==> config.mk <==
export PLATFORM = sky130hd
export DESIGN_NAME = rc4_xor_stream
export DESIGN_NICKNAME = d
export VERILOG_FILES = /design/src/rtl/rc4_pkg.sv /design/src/rtl/rc4_ks_fifo.sv /design/src/rtl/rc4_xor_stream.sv
export SDC_FILE = /design/constraint.sdc
export NUM_CORES = 1
export LEC_CHECK = 0
export CAP_MARGIN = 15
export CELL_PAD_IN_SITES_DETAIL_PLACEMENT = 0
export CELL_PAD_IN_SITES_GLOBAL_PLACEMENT = 1
export CORE_MARGIN = 5
export CORE_UTILIZATION = 50
export CTS_BUF_LIST = sky130_fd_sc_hd__clkbuf_8
export CTS_CLUSTER_SIZE = 16
export DETAILED_ROUTE_END_ITERATION = 8
export PLACE_DENSITY = 0.95
export SYNTH_ARGS = -nofsm -noshare
export SYNTH_HDL_FRONTEND = slang
export SYNTH_SLANG_ARGS = --single-unit
==> constraint.sdc <==
create_clock -name clk -period 8.5 [get_ports clk]
set_input_delay 1.7 -clock clk [delete_from_list [all_inputs] [get_ports clk]]
set_output_delay 1.7 -clock clk [all_outputs]
set_load 0.02 [all_outputs]
==> src/rtl/rc4_pkg.sv <==
// rc4_pkg: shared byte width and state encoding for the rc4 keystream consumer
package rc4_pkg;
  localparam int BYTE_W = 8;
  typedef logic [1:0] state_t;
  localparam state_t ST_IDLE = 2'd0;
  localparam state_t ST_RUN  = 2'd1;
  localparam state_t ST_DONE = 2'd2;
endpackage

==> src/rtl/rc4_ks_fifo.sv <==
// rc4_ks_fifo: DEPTH x byte keystream FIFO (push/din in, pop/head out, full/empty flags)
module rc4_ks_fifo
  import rc4_pkg::*;
#(
  parameter int DEPTH = 4
) (
  input  logic              clk,
  input  logic              rst_n,
  input  logic              push,
  input  logic              pop,
  input  logic [BYTE_W-1:0] din,
  output logic [BYTE_W-1:0] head,
  output logic              full,
  output logic              empty
);
  localparam int AW = $clog2(DEPTH);
  logic [BYTE_W-1:0] mem [DEPTH];
  logic [AW-1:0] wp, rp;
  logic [AW:0] cnt;
  assign head  = mem[rp];
  assign full  = cnt == (AW+1)'(DEPTH);
  assign empty = cnt == '0;
  always_ff @(posedge clk or negedge rst_n)
    if (!rst_n) begin
      wp  <= '0;
      rp  <= '0;
      cnt <= '0;
    end else begin
      wp  <= push ? wp + AW'(1) : wp;
      rp  <= pop ? rp + AW'(1) : rp;
      cnt <= cnt + (AW+1)'(push) - (AW+1)'(pop);
    end
  always_ff @(posedge clk)
    if (push) mem[wp] <= din;
endmodule

==> src/rtl/rc4_xor_stream.sv <==
// rc4_xor_stream: XORs rc4 keystream (ks_*) onto a data stream (din_* -> dout_*), one message of msg_len bytes per start
module rc4_xor_stream
  import rc4_pkg::*;
#(
  parameter int KS_DEPTH = 4,
  parameter int LEN_W    = 16
) (
  input  logic              clk,
  input  logic              rst_n,
  input  logic              start,
  input  logic [LEN_W-1:0]  msg_len,
  input  logic              ks_valid,
  input  logic [BYTE_W-1:0] ks_data,
  output logic              ks_ready,
  input  logic              din_valid,
  input  logic [BYTE_W-1:0] din_data,
  output logic              din_ready,
  output logic              dout_valid,
  output logic [BYTE_W-1:0] dout_data,
  input  logic              dout_ready,
  output logic              busy,
  output logic              done,
  output logic [LEN_W-1:0]  byte_cnt
);
  state_t state;
  logic [LEN_W-1:0] len, ks_cnt, in_cnt;
  logic [BYTE_W-1:0] head;
  logic full, empty, ks_xfer, out_xfer;
  assign ks_ready  = state == ST_RUN && !full && ks_cnt < len;
  assign din_ready = state == ST_RUN && !empty && din_valid && in_cnt < len && (!dout_valid || dout_ready);
  assign ks_xfer   = ks_valid && ks_ready;
  assign out_xfer  = dout_valid && dout_ready;
  rc4_ks_fifo #(.DEPTH(KS_DEPTH)) u_fifo (
    .clk   (clk),
    .rst_n (rst_n),
    .push  (ks_xfer),
    .pop   (din_ready),
    .din   (ks_data),
    .head  (head),
    .full  (full),
    .empty (empty)
  );
  always_ff @(posedge clk or negedge rst_n)
    if (!rst_n) begin
      state      <= ST_IDLE;
      len        <= '0;
      ks_cnt     <= '0;
      in_cnt     <= '0;
      byte_cnt   <= '0;
      dout_valid <= 1'b0;
      dout_data  <= '0;
      busy       <= 1'b0;
      done       <= 1'b0;
    end else begin
      ks_cnt     <= ks_xfer ? ks_cnt + LEN_W'(1) : ks_cnt;
      in_cnt     <= din_ready ? in_cnt + LEN_W'(1) : in_cnt;
      byte_cnt   <= out_xfer ? byte_cnt + LEN_W'(1) : byte_cnt;
      dout_data  <= din_ready ? din_data ^ head : dout_data;
      dout_valid <= din_ready || (dout_valid && !dout_ready);
      case (state)
        ST_IDLE: if (start) begin
          len      <= msg_len;
          ks_cnt   <= '0;
          in_cnt   <= '0;
          byte_cnt <= '0;
          state    <= msg_len != '0 ? ST_RUN : ST_DONE;
          busy     <= msg_len != '0;
          done     <= msg_len == '0;
        end
        ST_RUN: if (out_xfer && byte_cnt + LEN_W'(1) == len) begin
          state <= ST_DONE;
          busy  <= 1'b0;
          done  <= 1'b1;
        end
        default: begin
          state <= ST_IDLE;
          done  <= 1'b0;
        end
      endcase
    end
endmodule

# --- Yosys cells after proc, flatten, opt, wreduce, memory -nomap -nowiden ---
# Memory sizes are Yosys's and may differ from the RTL's.
# Index checks and enable logic that the tools add are counted.
word_totals:
  n_memories: 1
  mem_bits_rw: 32
  out_inout_bits: 29
  ff_bits: 84
  word_cells: 73
  input_bits: 38
mem_list:
  columns: ["name", "words", "width", "rd", "rd_ports_with_merged_regs", "wr", "line", "text"]
  rows:
  - ["u_fifo.mem", 4, 8, 1, 0, 1, "rc4_ks_fifo.sv:17", "logic [BYTE_W-1:0] mem [DEPTH];"]
classes:
  mux: 21
  addsub: 7
  reduce_logical: 24
  n_eq_ne: 5
  n_lt_le_gt_ge: 2
  n_bitwise: 1
ops:
  columns: ["cell", "count"]
  rows:
  - ["two-way mux 16 bit", 9]
  - ["adder 16 x 1 -> 16 bit, second input constant", 3]
  - ["less-than comparator 16 bit", 2]
  - ["== test 16 bit", 1]
  - ["logical NOT 16 bit", 1]
  - ["nonzero test 16 bit", 1]
  - ["logical AND 1 bit", 10]
  - ["XOR 8 bit", 1]
  - ["two-way mux 1 bit", 6]
  - ["two-way mux 2 bit", 3]
  - ["adder 2 x 1 -> 2 bit, second input constant", 2]
  - ["logical NOT 1 bit", 4]
  - ["one-hot mux 1 bit (2 select lines)", 2]
  - ["one-hot mux 2 bit (2 select lines)", 1]
  - ["AND reduction 2 bit", 2]
  - ["adder 3 x 1 -> 3 bit", 1]
  - ["== test 3 bit, second input constant", 1]
  - ["logical NOT 3 bit", 1]
  - ["AND reduction 3 bit", 1]
  - ["subtractor 3 x 1 -> 3 bit", 1]
  - ["== test 2 x 1 -> 1 bit, second input constant", 1]
  - ["logical NOT 2 bit", 1]
  - ["logical OR 1 bit", 2]
  - ["inequality test 2 x 1 -> 1 bit, second input constant", 1]
  - ["other kinds (2)", 2]

# --- Logic depth before layout (Yosys ltp) ---
# Gate-level depths: netlist (run 1).
depth:
  ltp_word: 9
  mapped_depth: 15
  mapped_depth_nobuf: 14

# --- By module ---
# From an unflattened synthesis (run 1), not the netlist that was laid out.
hier_totals:
  cells_unflattened: 638
  area_unflattened_um2: 6511.2
modules_own_cells:
  columns: ["module", "area_per_inst_um2", "instances", "cells_each"]
  rows:
  - ["rc4_xor_stream", 4968.5, 1, 562]
  - ["rc4_ks_fifo", 1542.7, 1, 76]

# --- Least setup slack after synthesis (run 1) ---
# No wires, ideal clock.
synth_path:
  path_type: "input-to-output"
  start: "input din_valid"
  end: "output din_ready"
  path_stages: 6
  setup_slack_ps: 4156
  n_path_buf: 1
  arrival_time_ps: 2644
  cell_sequence: "nor4b_1 > nand3_1 > a21oi_1 > o21ai_1 > clkbuf_1 > inv_1"
synth_between:
  elab_chain_len: 3
synth_lines:
  columns: ["item", "line", "text"]
  rows:
  - ["start: declaration", "rc4_xor_stream.sv:15", "input logic din_valid,"]
  - ["logical AND 1 bit (3 in series)", "rc4_xor_stream.sv:30", "assign din_ready = state == ST_RUN && !empty && din_valid && in_cnt < len && (!dout_valid || dout_ready);"]
  - ["end: declaration", "rc4_xor_stream.sv:17", "output logic din_ready,"]
# Every way passes these cells.

# --- Worst setup path in the final report (run 1) ---
# Same ends and word-level chain as after synthesis.

==> impl_metrics.yaml, run 1 <==
setup_path:
  crit_family: "buffers and inverters"
  crit_slowest_cell: "clkdlybuf4s50_1"
  critPathRequiredTime_ns: 6.80
  cp_max_fo: 48
  crit_arrival_ns: 3.87
  path_buf_inv: 4
  slowest_delay_ns: 0.61
  critPathKind: "in2out"
  crit_path_end_kind: "output pin"
  crit_chain: "clkdlybuf4s50_1 -> nor4b_1 -> nand3_1 -> a21oi_1 -> o21ai_2 -> buf_4 -> inv_1 -> clkdlybuf4s50_1"
  worst_path_most_repeated_cell: "clkdlybuf4s50_1"
  start_kind: "input pin"
finish:
  area_growth_pct: 18.7
  drive_gt1_share_pct: 6.98
  insertedDiodeCount: 0
  final_cells: 860
  final_common_cell: "dfrtp_1"
  final_cell_mix: "dfrtp_1 (83), clkdlybuf4s50_1 (65), nand2_1 (63)"
  final_nets: 753
sta:
  hold_violations: 0
  rsz0062_at_grt: "false"
  setup_violations: 0
  setup_tns_ns: 0
  finClkSkew_ns: 0.0135
  min_period_ns: 5.57
  min_period_over_period_pct: 65.6
  tightest_slew_ns: 0.872
  max_freq_ghz: 0.179
  maxSlewHeadroom_pct: 41.6
  whs_ns: 0.490
  slew_viol_final: 0
logic_synthesis:
  synth.yosys.seq_area_share_pct: 48.4
  synth_top_area_cell: "dfrtp_1"
  yosys_most_used_dff: "dfrtp_1"
  yosys.area.top_type_share_pct: 33.1
  yosys.area_share.simple_pct: 17.2
  syn_area_um2: 6280
  yosysWarnings: 0
  avgSynthCellArea_um2: 10.2
  synth-compound-area-share_pct: 13.3
  ys_types: 57
  synth_mux_area_share_pct: 3.19
  synth_enable_flop_cells: 32
  synthXorXnorAreaFrac_pct: 6.14
  syn_nets: 694
  synth_area_leaders: "dfrtp_1 (33%), edfxtp_1 (15%), ha_1 (7.8%), xnor2_1 (4.5%), nand2_1 (3.8%)"
  synth_top_family_by_area: "simple AND/OR/NAND/NOR gates"
  synthArstFlopShare_pct: 72.2
  synthCells: 616
  yosys.area_share.adder_pct: 8.09
  ys_ff_latch: 115
floorplanning:
  start_util_pct: 50.4
  die_x_um: 122
  die_y_um: 122
  core_um2: 12500
  rows: 41
  die_area_um2: 14900
  ioPinCount: 67
clocking:
  cts-root-buf: "clkbuf_8"
  clk_pin_slew_worst_paths_ns: 0.07
  clk_latency_ns: 0.44
  htreeDepth: 4
  post_cts_buffers: 0
  hold_buffers: 0
  clock-sinks: 115
  cts_tree: "done"
  cts_buffer_depth: 2
  cts_buffers: 17
  cts_resized: 0
detailed_routing:
  drc: 0
  wl_per_cell_um: 17.7
  dr.pass1.iters: 5
  ant_nets: 0
  vias_per_cell: 5.87
  vias: 5044
  routed_wl_mm: 15.3
  first_iter_violations: 431
outcome:
  outcome: "complete, no violations"
global_routing:
  antenna_found_initial: 0
  grt_start_max_net_pins: 84
  grt_pass1_wl_mm: 24.8
  grt_use_total_pct: 21.7
  grt_pass1_vias: 4857
  gr-total-overflow: 0
place:
  dp_cells: 827
  dpl.hpwl_mm: 11.3
  numPortBuffers: 66
  gp_congestion: 0.816
power_and_ir_drop:
  ir_worst_vdd_mv: 0.173
  power_density_nw_per_um2: 240
  leakage_nw: 3.05
worst_hold_path:
  hold_class: "reg2reg"
flow_run:
  drv_cap: 0
[final timing paths]
path	start	endpoint	slack (ns)	cells after the start
setup / recovery	din_valid	din_ready	2.93	8
hold / removal	dout_data[5]	dout_data[5]	0.49	2
setup reg to reg	len[7]	u_fifo.cnt[2]	4.82	12
hold reg to reg	dout_data[5]	dout_data[5]	0.49	2
max in group asynchronous	rst_n	in_cnt[0]	6.71	2
min in group asynchronous	rst_n	byte_cnt[8]	1.19	1
[flip-flops by register name, indices dropped and copies added (netlist names)]
name,cells
dout_data,8
busy,1
u_fifo.cnt,3
u_fifo.rp,2
done,1
u_fifo.wp,2
u_fifo.mem,32
in_cnt,16
dout_valid,1
ks_cnt,16
byte_cnt,16
state,1
len,16
[report_power, final]
group          internal (mW)  switching, mW
Combinational          0.251          0.267
Clock                  0.231          0.238
Sequential             0.681          0.123
[worst register-to-register path, cell delays in order (launching register included)]
cell and delay, ns:
dfrtp_1 0.41, inv_1 0.13, ha_1 0.33, and3_1 0.19, a21o_1 0.12, a221o_1 0.14, a41o_1 0.11, a21o_1 0.63
clkinv_1 0.49, ha_1 0.35, fa_1 0.38, xnor2_1 0.20, xnor2_1 0.13
[routing by layer]
metal	GRT usage, %	wire (µm)	part of all wire (%)	up-vias
li1	-	-	-	2375
met1	27.8	6280	41	2467
met2	35.9	7640	50	176
met3	5.66	984	6.4	26
met4	7.42	355	2.3	0
met5	0	0	0	-
[cell usage after synthesis (all sizes together), types with 2 or more instances]
| cell | n |
|---|---|
| a21o | 5 |
| or3 | 9 |
| nor3 | 8 |
| a31oi | 4 |
| a2111oi | 2 |
| nand3 | 32 |
| mux2i | 2 |
| and2 | 7 |
| nand2b | 5 |
| a211oi | 2 |
| o21ai | 45 |
| nand2 | 63 |
| a21oi | 38 |
| nand4 | 12 |
| or4 | 18 |
| edfxtp | 32 |
| nor4 | 5 |
| o311ai | 2 |
| xnor2 | 32 |
| nor2 | 30 |
| xor2 | 12 |
| dfrtp | 83 |
| clkbuf | 25 |
| buf | 4 |
| o211ai | 3 |
| and4 | 3 |
| inv | 30 |
| and3 | 11 |
| ha | 39 |
| o31a | 2 |
| o31ai | 19 |
| o2111ai | 2 |
| nor2b | 3 |
| mux4 | 8 |
[through the flow]
step | setup slack (ns) | utilization [%] | power, mW | instance area (µm²)
4_1_cts | 2.91 | 59.6 | 1.80 | 7420
5_1_grt | 2.78 | 59.8 | 1.91 | 7450
6_report | 2.93 | 59.8 | 1.79 | 7450
2_1_floorplan | 4.16 | - | 1.13 | 6280
3_3_place_gp | 2.97 | 56.6 | 1.30 | 7060
3_5_place_dp | 2.92 | 56.6 | 1.33 | 7060
[cell families (layout without fill, tap and decap cells)]
family                   Yosys count  after routing
AND/OR/NAND/NOR                  211            211
buffers and inverters             60            132
multiplexers                      10             10
flip-flops                       115            115
AO/OA/AOI/OAI                    136            136
XOR/XNOR                          44             44
adder cells (fa/ha/maj)           40             40
[cell type report]
cell class                      count  area (µm²)
Clock buffer                       17         234
Clock inverter                     15         133
Fill cell                        1033        5010
Inverter                           31         116
Multi-Input combinational cell    441        3020
Sequential cell                   115        3040
Tap cell                          172         215
Timing Repair Buffer               69         701
Power figures use the tool's default switching activity.
==> run 2, diff against run 1 <==
- CORE_UTILIZATION: 50 -> 46
- PLACE_DENSITY: 0.95 -> 0.93
- clock period: 8.5 -> 5.6 ns (I/O delays scaled with it)
==> impl_metrics.yaml, run 2 (synthesized netlist as in run 1, its figures left out) <==
detailed_routing:
  drc: 0
  ant_nets: 0
  vias_per_cell: 5.69
  vias: 4917
  dr.pass1.iters: 5
  wl_per_cell_um: 17.5
  first_iter_violations: 371
  routed_wl_mm: 15.1
sta:
  finClkSkew_ns: 0.0115
  max_freq_ghz: 0.233
  rsz0062_at_grt: "false"
  min_period_ns: 4.30
  setup_violations: 0
  setup_tns_ns: 0
  slew_viol_final: 0
  setup_ws_ns: 1.30
  maxSlewHeadroom_pct: 49.0
  whs_ns: 0.482
  tightest_slew_ns: 0.765
  min_period_over_period_pct: 76.7
  hold_violations: 0
place:
  gp_congestion: 0.863
  dpl.hpwl_mm: 11.0
  place_area_um2: 7060
  dp_cells: 831
  pre_cts_slack_ns: 1.45
  numPortBuffers: 66
setup_path:
  cp_max_fo: 5
  critPathRequiredTime_ns: 4.48
  crit_arrival_ns: 3.18
  cp-startpoint: "len[6]"
  critPathKind: "reg2out"
  start_kind: "flop"
  reg2reg_from: "len[6]"
  crit_path_end_kind: "output pin"
worst_hold_path:
  hold_class: "reg2reg"
  hp-start: "dout_data[7]"
floorplanning:
  die_y_um: 127
  core_um2: 13300
  start_util_pct: 47.2
  ioPinCount: 67
  rows: 42
  die_area_um2: 16100
  die_x_um: 127
clocking:
  cts-root-buf: "clkbuf_8"
  hold_buffers: 0
  clk_latency_ns: 0.45
  cts_tree: "done"
  cts_resized: 0
  htreeDepth: 4
  post_cts_buffers: 0
  cts_buffer_depth: 2
  clock-sinks: 115
  clk_pin_slew_worst_paths_ns: 0.08
  cts_buffers: 17
finish:
  design_area_um2: 7460
  top_register: "u_fifo.mem"
  final_nets: 753
  area_growth_pct: 18.8
  insertedDiodeCount: 0
  final_cell_mix: "dfrtp_1 (83), clkdlybuf4s50_1 (65), nand2_1 (63)"
  drive_gt1_share_pct: 7.27
  final_common_cell: "dfrtp_1"
  largest_reg_flops: 32
  final_cells: 864
outcome:
  outcome: "complete, no violations"
global_routing:
  grt_pass1_vias: 4862
  grt_start_max_net_pins: 84
  gr-total-overflow: 0
  grt_pass1_wl_mm: 24.9
  antenna_found_initial: 0
  grt_use_total_pct: 19.7
power_and_ir_drop:
  power_density_nw_per_um2: 365
  leakage_nw: 3.05
  ir_worst_vdd_mv: 0.240
flow_run:
  drv_cap: 0
## run 2: changes by cell type in the layout (fill, tap and decap cells not counted), sizes merged
cell,before,now
inv,35,40
clkinv,5,2
bufinv,1,0
clkinvlp,5,4
## run 2: stage by stage
step / total power, mW / util [%]
2_1_floorplan: 1.72 / -
3_3_place_gp: 1.97 / 53.1
3_5_place_dp: 2.02 / 53.1
4_1_cts: 2.75 / 55.9
5_1_grt: 2.89 / 56.1
6_report: 2.72 / 56.1
## run 2: path summary, 6_finish.rpt
check / to / slack, ns / cells past startpoint
min: dout_data[7] / 0.48 / 2
max reg2reg: u_fifo.cnt[2] / 2.01 / 12
max in group asynchronous: dout_data[2] / 4.38 / 2
min reg2reg: dout_data[7] / 0.48 / 2
min in group asynchronous: byte_cnt[5] / 0.61 / 1
max: ks_ready / 1.30 / 8
## run 2: per-layer routing
layer	global-route usage (%)	share of wire (%)	up-vias
met5	0	0	-
met4	7.89	2.2	0
met3	4.33	4.2	33
met2	31.2	49	132
met1	26.4	45	2376
li1	-	-	2376
## run 2: cell type report
cell class / instances / area (µm²)
Clock buffer: 17 / 234
Tap cell: 176 / 220
Timing Repair Buffer: 69 / 701
Sequential cell: 115 / 3040
Fill cell: 1137 / 5840
Inverter: 31 / 116
Clock inverter: 15 / 134
Multi-Input combinational cell: 441 / 3020
## run 2: where the power goes
group	switching, mW	internal (mW)
registers	0.184	1.03
logic	0.404	0.380
clock network	0.400	0.323
## run 2: critical path: stages (launching register included)
cell	delay, ns
dfrtp_1	0.42
inv_1	0.13
ha_1	0.33
and3_1	0.19
a21o_1	0.18
a221o_1	0.29
a41o_1	0.22
a21boi_0	0.29
clkdlybuf4s50_1	0.68
